**src/rtl/multiport_register_file.sv**
```systemverilog
// Register file with one write port, N registered read ports with write-to-read
// forwarding, and a hardware clear sweep that zeroes one register per cycle.
module multiport_register_file #(
    parameter int  DATA_WIDTH           = 8,
    parameter int  NUMBER_OF_REGISTERS  = 8,
    parameter int  NUMBER_OF_READ_PORTS = 2,
    localparam int ADDRESS_WIDTH        = $clog2(NUMBER_OF_REGISTERS)
) (
    input  logic                                            clock,
    input  logic                                            reset,
    input  logic                                            enable,
    input  logic                                            write_enable,
    input  logic [ADDRESS_WIDTH-1:0]                        write_address,
    input  logic [DATA_WIDTH-1:0]                           write_data,
    input  logic [NUMBER_OF_READ_PORTS*ADDRESS_WIDTH-1:0]   read_address,
    output logic [NUMBER_OF_READ_PORTS*DATA_WIDTH-1:0]      read_data,
    output logic [NUMBER_OF_READ_PORTS-1:0]                 read_valid,
    input  logic                                            clear_start,
    output logic                                            busy
);
    localparam int AW  = ADDRESS_WIDTH;
    localparam int DW  = DATA_WIDTH;
    localparam int NRP = NUMBER_OF_READ_PORTS;
    localparam logic [AW:0]   REG_COUNT  = (AW+1)'(NUMBER_OF_REGISTERS);
    localparam logic [AW-1:0] LAST_INDEX = AW'(NUMBER_OF_REGISTERS - 1);

    typedef enum logic {IDLE, CLEAR} state_t;

    state_t            state, state_next;
    logic [AW-1:0]     sweep_index, sweep_index_next;
    logic [DW-1:0]     mem      [NUMBER_OF_REGISTERS];
    logic [DW-1:0]     mem_next [NUMBER_OF_REGISTERS];
    logic [NRP*DW-1:0] read_data_next;
    logic              write_commit;

    assign busy = (state == CLEAR);

    // mem_next is the array as it will be after this edge; reads use it for forwarding.
    always_comb begin
        state_next       = state;
        sweep_index_next = sweep_index;
        mem_next         = mem;
        write_commit     = enable && write_enable && (state == IDLE)
                           && ({1'b0, write_address} < REG_COUNT);
        if (write_commit) begin
            mem_next[write_address] = write_data;
        end
        case (state)
            IDLE: begin
                if (enable && clear_start) begin
                    state_next       = CLEAR;
                    sweep_index_next = '0;
                end
            end
            CLEAR: begin
                mem_next[sweep_index] = '0;
                if (sweep_index == LAST_INDEX) begin
                    state_next       = IDLE;
                    sweep_index_next = '0;
                end else begin
                    sweep_index_next = sweep_index + 1'b1;
                end
            end
            default: state_next = IDLE;
        endcase
    end

    always_comb begin
        read_data_next = read_data;
        if (enable) begin
            for (int unsigned p = 0; p < NRP; p++) begin
                if ({1'b0, read_address[p*AW +: AW]} < REG_COUNT) begin
                    read_data_next[p*DW +: DW] = mem_next[read_address[p*AW +: AW]];
                end else begin
                    read_data_next[p*DW +: DW] = '0;
                end
            end
        end
    end

    always_ff @(posedge clock or posedge reset) begin
        if (reset) begin
            state       <= IDLE;
            sweep_index <= '0;
            mem         <= '{default: '0};
            read_data   <= '0;
            read_valid  <= '0;
        end else begin
            state       <= state_next;
            sweep_index <= sweep_index_next;
            mem         <= mem_next;
            read_data   <= read_data_next;
            read_valid  <= {NRP{enable}};
        end
    end
endmodule

```
**config.mk**
```make
export PLATFORM = sky130hd
export DESIGN_NAME = multiport_register_file
export DESIGN_NICKNAME = d
export VERILOG_FILES = /design/src/rtl/multiport_register_file.sv
export SDC_FILE = /design/constraint.sdc
export NUM_CORES = 1
export LEC_CHECK = 0
export BUFFER_PORTS_ARGS = -buffer_cell sky130_fd_sc_hd__buf_2
export CAP_MARGIN = 25
export CORE_AREA = 2 2 76 108
export DETAILED_ROUTE_END_ITERATION = 16
export DIE_AREA = 0 0 78 110
export PLACE_DENSITY = 0.86
export SLEW_MARGIN = 20
export SYNTH_ARGS = -nofsm -noshare
export SYNTH_HDL_FRONTEND = slang
export SYNTH_SLANG_ARGS = --single-unit
```
**constraint.sdc**
```tcl
create_clock -name clock -period 3.03 [get_ports clock]
set_input_delay 0.303 -clock clock [delete_from_list [all_inputs] [get_ports clock]]
set_output_delay 0.303 -clock clock [all_outputs]
set_load 0.005 [all_outputs]
```
==> run summary, run 1 <==
Syn Nets = 466
total power = 3.75 mW
net switching fraction of the power = 0.381
Post-Place Cells = 552
number of DRC markers in iteration 0 = 572
Clock Skew = 0.0173 ns
Sw Pwr = 1.43 mW
crit-path cells = and4bb_1 -> and3_1 -> mux2i_1 -> o22ai_1 -> o221ai_1 -> o22ai_1
Post-Syn Area per Cell = 9.94 µm²
Post-CTS Setup Repair Bufs = 0
final std cells w/o fill = 568
die area = 8580 µm²
CTS Hold Bufs = 0
Synth Instances = 442
pre-CTS setup slack = 0.604 ns
endpoints failing setup = 0
CP arrival = 2.73 ns
launching point of the worst reg2reg path = busy
CP max-delay cell = and3_1
CP Capture Type = flop
Ys Warns = 0
fmax = 0.403 GHz
CTS buffer count = 9
worst vdd ir = 428 µV
DIE HEIGHT = 110 µm
gr usage total = 0.302
core area = 7610 µm²
drt wl/cell = 21.4 µm
class of the worst hold path = input pin to asynchronous set/reset pin
fin crit share = 0.819
max incr delay on CP = 0.56 ns
FP Rows = 38
Vias = 3738
CTS Sinks = 85
Clk pin slew, worst setup/hold paths = 0.09 ns
critical-path maximum fanout = 14
combinational share of power = 0.347
DRC viols = 0
GP Congestion = 1.01
first-pass GRT wire length = 19500 µm
clock latency on the worst-skew pair = 0.38 ns
Slew @ Worst Pin = 0.761 ns
Post-DRT Antenna Nets = 0
setup ws final = 0.548 ns
reg-to-reg slack, setup = 0.55 ns
Power Density = 780 nW/µm²
Final #Nets = 487
Final Hold Viols = 0
share of post-route cells with drive strength above 1 = 0.158
post-synth cell types = 33
Flop pwr share = 0.428
HPWL after detailed placement = 8880 µm
n_diodes = 0
Setup crit start kind = flop
Worst setup startpoint = busy
Die X = 78 µm
Worst Path Required = 3.28 ns
status = complete, no violations
#FFs+latches synth = 85
Min Hold Slack = 0.123 ns
vias in the first global route = 3814
Max Slew Vio Count = 0
grt ovf = 0
I/O Pins = 41
total of max-cap violations = 0
I/O Buffers = 40
post_cts resized = 0
min Tclk post-route = 2.48 ns
clock root cell = clkbuf_8
sequential fraction of the synthesis area = 0.484
Critical Path Most Common Cell = o22ai_1
H-tree Lvls = 3
RR Endpoint = read_data[13]
unrepaired setup endpoints after global routing = no
CTS tree = yes
r2r worst-path depth = 6
Cell Int Power = 2.32 mW
initial antenna violation count = 0
Vias/cell = 6.58
Setup CP Type = flop to flop
Final TNS setup = 0 ns
drt total wl = 12200 µm
Max-slew headroom = 0.493
Area Overhead vs Synth = 9.40%
largest net degree at the start of global routing = 86
Initial Util = 0.578
synthesized cell area = 4390 µm²
Pre-antenna DRT Iters = 6
Clk pwr share = 0.225
P_leak = 2.39 nW
clock tree buffer depth = 2
-- sequential cells by signal, indices dropped and copies added, names as in the netlist --
signal and cells:
mem 64, read_valid 1, sweep_index 3, read_data 16
busy 1
-- worst max-delay path, delay by kind of cell (launching register included) --
| kind | cells | cell delay, ns |
|---|---|---|
| flops | 1 | 0.50 |
| simple gates | 2 | 0.95 |
| compound gates | 3 | 0.54 |
| mux | 1 | 0.36 |
-- cell families (layout without fill, tap and decap cells) --
group / Yosys count / after routing / synth area share
AO/OA/AOI/OAI: 122 / 122 / 0.180
adder cells (fa/ha/maj): 2 / 2 / 0.00569
multiplexers: 64 / 64 / 0.146
flip-flops: 85 / 85 / 0.484
AND/OR/NAND/NOR: 117 / 117 / 0.132
buffers and inverters: 52 / 78 / 0.0521
-- cells in the mapped netlist --
cell type	n	area share
nand3_1	1	0.0011
nand2_1	12	0.010
nand2b_1	8	0.011
buf_4	4	0.0068
inv_1	17	0.015
or2_1	5	0.0071
nor3_4	1	0.0037
dfrtp_1	85	0.48
nand3b_1	3	0.0051
buf_2	9	0.010
nor2_2	2	0.0028
o21ai_1	6	0.0068
and4bb_1	1	0.0028
nand3b_4	1	0.0046
and3_1	1	0.0014
buf_1	7	0.0060
nand2_2	1	0.0014
mux2i_1	64	0.15
or2_0	2	0.0028
nand4_1	1	0.0014
nor2_4	1	0.0026
o22ai_1	96	0.14
buf_6	1	0.0026
ha_1	2	0.0057
nand4_2	1	0.0028
clkbuf_1	14	0.012
o221ai_1	16	0.032
nor3b_1	1	0.0017
nor2_1	69	0.059
nor3_2	2	0.0046
nor2b_1	1	0.0014
or2_2	3	0.0043
o21ai_0	4	0.0046
-- area by class of cell --
cell class | count | area [µm²]
clock buffers | 11 | 151
clock inverters | 5 | 58.8
fillers | 640 | 2800
inverters | 17 | 65.1
multi-input cells | 305 | 2040
flip-flops and latches | 85 | 2130
well taps | 100 | 125
repair buffers | 45 | 241
-- through the flow --
stage | cell area [µm²] | util
2_1_floorplan | 4390 | -
6_report | 4810 | 0.632
3_5_place_dp | 4590 | 0.604
5_1_grt | 4810 | 0.632
3_3_place_gp | 4590 | 0.604
4_1_cts | 4800 | 0.631
-- placed cells by master (no fill, tap or decap), types with 8 or more instances in the layout --
master	count
o22ai_1	96
nand2_1	12
inv_1	16
nand2b_1	8
nor2_1	69
dfrtp_1	85
buf_2	40
mux2i_1	64
o221ai_1	16
clkbuf_8	11
-- worst max path at each step --
stage	endpoint	depth (start not counted)	slack, ns
2_1_floorplan	busy	1	0.53
3_3_place_gp	read_data[13]	6	0.67
3_5_place_dp	read_data[13]	6	0.60
4_1_cts	read_data[13]	6	0.60
5_1_grt	read_data[13]	6	0.36
6_report	read_data[13]	6	0.55
-- power by group through the flow --
stage | Combinational, mW | Clock (mW) | Sequential, mW
after floorplan | 0.963 | 0 | 1.56
after global placement | 1.21 | 0 | 1.61
after detailed placement | 1.26 | 0 | 1.62
after CTS | 1.27 | 0.845 | 1.60
after global routing | 1.42 | 0.884 | 1.64
final | 1.30 | 0.842 | 1.61
-- routing by layer --
layer  vias to the layer above  track usage  share of wire
met3                        49       0.0497          0.059
met4                         0        0.193          0.051
li1                       1669            -              -
met1                      1812        0.345           0.38
met5                         -            0              0
met2                       208        0.528           0.51
(Power assumes the default switching activity.)
==> inputs of run 2 (changes only) <==
ABC_AREA = 1   (was default)
CORE_AREA = 2 2 86 121   (was 2 2 76 108)
DIE_AREA = 0 0 88 123   (was 0 0 78 110)
PLACE_DENSITY = 0.84   (was 0.86)
clock period = 2.2 ns   (was 3.03 ns; I/O delays follow)
==> run summary, run 2 <==
Power Density = 1030 nW/µm²
Max-slew headroom = 0.588
first-pass GRT wire length = 25700 µm
H-tree Lvls = 3
Final TNS setup = 0 ns
DRC viols = 0
CTS buffer count = 9
GP Congestion = 0.950
largest net degree at the start of global routing = 86
Post-CTS Setup Repair Bufs = 0
clock root cell = clkbuf_16
Clock Skew = 0.00403 ns
post-synth cell types = 21
status = finished, violations left
number of flip-flops in the largest register = 64
Synth Instances = 788
top post-synthesis cells by area = dfrtp_1 40%, nand2_1 20%, nand3_1 17%, inv_1 11%, nand3_2 4.7%
critical-path maximum fanout = 8
Pre-antenna DRT Iters = 9
Final #Nets = 844
clock tree buffer depth = 2
worst vdd ir = 633 µV
CP arrival = 2.21 ns
drt total wl = 16000 µm
r2r worst-path depth = 9
failing checks = hold timing
total of max-cap violations = 0
Worst setup startpoint = busy
most frequent cells in the layout = 280 x nand2_1, 184 x nand3_1, 152 x inv_1, 85 x dfrtp_1, 40 x buf_2
Post-DRT Antenna Nets = 0
class of the worst hold path = input pin to asynchronous set/reset pin
post-synth top area cell = dfrtp_1
Final Hold Viols = 6
CP endpoint = read_data[8]
gr usage total = 0.319
P_leak = 3.80 nW
initial antenna violation count = 0
final std cells w/o fill = 960
number of DRC markers in iteration 0 = 639
commonest non-fill, non-tap cell in the layout = nand2_1
Initial Util = 0.542
CP Capture Type = flop
clock latency on the worst-skew pair = 0.34 ns
FP Rows = 43
Setup CP Type = flop to flop
Setup crit start kind = flop
vias in the first global route = 5102
HPWL after detailed placement = 10600 µm
Top reg by flops = mem
share of post-route cells with drive strength above 1 = 0.133
Worst Path Required = 2.44 ns
I/O Pins = 41
sequential fraction of the synthesis area = 0.403
FFs w/ async S/R, synth = 1.00
Post-synth top cells = 280 x nand2_1, 184 x nand3_1, 153 x inv_1
grt ovf = 0
n_diodes = 0
fin crit share = 0.896
Post-Place Cells = 944
Vias/cell = 5.64
Vias = 5411
Yosys top cell area share = 0.403
Area Overhead vs Synth = 13.2%
Clk pin slew, worst setup/hold paths = 0.06 ns
Syn Nets = 812
drt wl/cell = 16.7 µm
reg-to-reg slack, setup = 0.23 ns
synthesized cell area = 5280 µm²
CTS Sinks = 85
DIE HEIGHT = 123 µm
post_cts resized = 0
Largest regs = mem x64, read_data x16, sweep_index x3
number of flops mapped to enable cells by yosys = 0
min Tclk post-route = 1.97 ns
#FFs+latches synth = 85
Min Hold Slack = -0.0141 ns
Max Slew Vio Count = 0
I/O Buffers = 40
Slew @ Worst Pin = 0.618 ns
core area = 9740 µm²
unrepaired setup endpoints after global routing = no
die area = 10800 µm²
most common cell in the netlist = nand2_1
CTS tree = yes
Ys Warns = 0
endpoints failing setup = 0
fmax = 0.508 GHz
Post-Syn Area per Cell = 6.70 µm²
RR Endpoint = read_data[8]
Synth Flop Type = dfrtp_1
Die X = 88 µm
launching point of the worst reg2reg path = busy
CTS Hold Bufs = 0
==> run 2: per-stage QoR <==
stage | worst slack [ns] | instance area, µm² | power (mW) | hold WS (ns) | utilization
2_1_floorplan | 0.636 | 5290 | 3.67 | 0.251 | -
3_3_place_gp | 0.368 | 5620 | 4.22 | 0.379 | 0.577
3_5_place_dp | 0.313 | 5620 | 4.28 | 0.378 | 0.577
4_1_cts | 0.269 | 5980 | 6.14 | 0.0192 | 0.614
5_1_grt | 0.0542 | 5980 | 6.56 | 0.0449 | 0.614
6_report | 0.230 | 5980 | 6.18 | -0.0141 | 0.614
==> run 2: logic make-up after synthesis <==
logic type | count (synthesis) | synth area share
AOI/OAI and AO/OA | 5 | 0.00521
DFF | 85 | 0.403
and+or+nand+nor | 510 | 0.448
buffers and inverters | 186 | 0.139
adders and majority gates | 2 | 0.00474
==> run 2: worst max-delay path, cell delays in order (launching register included) <==
cell and delay, ns:
dfrtp_1 0.52, inv_2 0.11, nor2_1 0.24, nand2_1 0.36, nand3_2 0.21, nand2_1 0.07, nand3_1 0.09, nand3_1 0.11
nand3_1 0.10, nand2_1 0.05
==> run 2: cell type report <==
type	instances	area [µm²]
fill	871	3760
multi-input combinational	517	2420
sequential	85	2130
inverter	155	586
timing repair buffer	52	315
clock buffer	9	225
tap	135	169
clock inverter	7	138
==> run 2: how the worst min path moves through the flow <==
| stage | from | end | slack, ns | cells past startpoint |
|---|---|---|---|---|
| 4_1_cts | reset | mem[56] | 0.02 | 3 |
| 3_3_place_gp | reset | mem[63] | 0.38 | 3 |
| 2_1_floorplan | enable | read_valid[0] | 0.25 | 0 |
| 5_1_grt | reset | mem[56] | 0.04 | 3 |
| 3_5_place_dp | reset | mem[56] | 0.38 | 3 |
| 6_report | reset | mem[56] | -0.01 | 3 |
==> run 2: metal layers <==
layer	GRT usage	wire (µm)	up-vias	part of all wire
met5	0	0	-	0
met3	0.0628	1520	106	0.095
met1	0.382	5630	2468	0.35
li1	-	-	2480	-
met4	0.285	1590	0	0.10
met2	0.480	7250	357	0.45
==> run 2: power breakdown <==
group | total [mW] | switching, mW | internal, mW
clock network | 1.85 | 0.633 | 1.22
registers | 2.20 | 0.191 | 2.01
logic | 2.13 | 1.48 | 0.650
total | 6.18 | 2.30 | 3.88
==> inputs of run 3 (changes only) <==
HOLD_SLACK_MARGIN = 0.03   (was default)
==> run summary, run 3 (same netlist as run 2, synthesis figures left out) <==
status = complete, no violations
WHS Path Cells = 1
worst vdd ir = 641 µV
Setup CP Type = flop to flop
CTS buffer count = 9
core area = 9740 µm²
grt ovf = 0
launching point of the worst reg2reg path = busy
Max-slew headroom = 0.575
Power Density = 1030 nW/µm²
FP Rows = 43
total power = 6.19 mW
clock tree buffer depth = 2
HPWL after detailed placement = 10600 µm
number of flip-flops in the largest register = 64
r2r worst-path depth = 10
Worst Hold Endpoint = read_valid[0]
fin crit share = 0.894
I/O Buffers = 40
Slew @ Worst Pin = 0.637 ns
Final TNS setup = 0 ns
most frequent cells in the layout = 280 x nand2_1, 184 x nand3_1, 152 x inv_1, 85 x dfrtp_1, 40 x buf_2
class of the worst hold path = input pin to flop
CTS tree = yes
Largest regs = mem x64, read_data x16, sweep_index x3
fin area = 5990 µm²
DIE HEIGHT = 123 µm
hold_sp = enable
Vias/cell = 5.61
Pre-antenna DRT Iters = 6
Final Hold Viols = 0
vias in the first global route = 5110
Fillers = 872
drt total wl = 16000 µm
endpoints failing setup = 0
Cell Int Power = 3.88 mW
reg-to-reg slack, setup = 0.23 ns
RR Endpoint = read_data[10]
Vias = 5391
Setup crit start kind = flop
net switching fraction of the power = 0.373
Initial Util = 0.542
first-pass GRT wire length = 25700 µm
Flop pwr share = 0.356
CTS Sinks = 85
Area Overhead vs Synth = 13.4%
GP Congestion = 0.950
commonest non-fill, non-tap cell in the layout = nand2_1
Clk pwr share = 0.300
Min Hold Slack = 0.0770 ns
Sw Pwr = 2.31 mW
unrepaired setup endpoints after global routing = no
critical-path maximum fanout = 8
initial antenna violation count = 0
Clock Skew = 0.00410 ns
Die X = 88 µm
CP Capture Type = flop
Post-CTS Setup Repair Bufs = 0
drt wl/cell = 16.6 µm
Post-Place Cells = 944
fmax = 0.509 GHz
Final #Nets = 845
CP arrival = 2.20 ns
Worst Path Required = 2.43 ns
Max Slew Vio Count = 0
P_leak = 3.81 nW
DRC viols = 0
min Tclk post-route = 1.97 ns
Post-DRT Antenna Nets = 0
clock latency on the worst-skew pair = 0.34 ns
gr usage total = 0.320
share of post-route cells with drive strength above 1 = 0.133
H-tree Lvls = 3
combinational share of power = 0.345
Top reg by flops = mem
clock root cell = clkbuf_16
total of max-cap violations = 0
Clk pin slew, worst setup/hold paths = 0.06 ns
final std cells w/o fill = 961
dpl cell area = 5620 µm²
n_diodes = 0
number of DRC markers in iteration 0 = 751
I/O Pins = 41
die area = 10800 µm²
largest net degree at the start of global routing = 86
run 3: how the worst max path moves through the flow:
stage	startpoint	end	slack, ns	cells past startpoint
after global routing	busy	read_data[0]	0.05	9
after CTS	busy	read_data[8]	0.27	9
after global placement	busy	read_data[8]	0.37	9
final	busy	read_data[10]	0.23	10
after floorplan	busy	read_data[3]	0.64	10
after detailed placement	busy	read_data[10]	0.31	10
run 3: what timing repair did:
| action | in CTS | in global routing |
|---|---|---|
| endpoints found under the hold margin | 27 | 0 |
| gates resized for setup | 0 | 0 |
| hold buffers | 1 | 0 |
| endpoints found under the setup margin | 0 | 0 |
run 3: worst max-delay path: stages (launching register included):
cell and delay [ns]:
dfrtp_1 0.48, inv_2 0.13, nand3_4 0.13, nor2_2 0.34, nand2_1 0.11, nand3_1 0.17
nand2_1 0.07, nand3_1 0.12, nand3_1 0.14, nand3_1 0.11, nand2_1 0.05
run 3: through the flow:
step / setup WS (ns) / utilization
after detailed placement: 0.313 / 0.577
after floorplan: 0.636 / -
after global routing: 0.0542 / 0.615
final: 0.234 / 0.615
after global placement: 0.368 / 0.577
after CTS: 0.269 / 0.615
run 3: layer usage:
layer	share of wire	global-route usage	wire [µm]	up-vias
met5	0	0	0	-
met4	0.10	0.285	1630	0
met3	0.092	0.0628	1470	112
met2	0.45	0.481	7270	322
met1	0.35	0.382	5610	2481
li1	-	-	-	2476
run 3: power groups by stage:
| stage | clock network, mW | registers (mW) | logic [mW] |
|---|---|---|---|
| 6_report | 1.86 | 2.20 | 2.13 |
| 2_1_floorplan | 0 | 2.17 | 1.50 |
| 5_1_grt | 1.93 | 2.24 | 2.39 |
| 3_5_place_dp | 0 | 2.22 | 2.06 |
| 4_1_cts | 1.86 | 2.20 | 2.09 |
| 3_3_place_gp | 0 | 2.20 | 2.02 |
run 3: area by class of cell:
cell class,instances,area [µm²],area share
multi-input cells,517,2420,0.404
inverters,155,586,0.0978
clock inverters,7,138,0.0230
well taps,135,169,0.0282
repair buffers,53,325,0.0543
flip-flops and latches,85,2130,0.355
clock buffers,9,225,0.0376
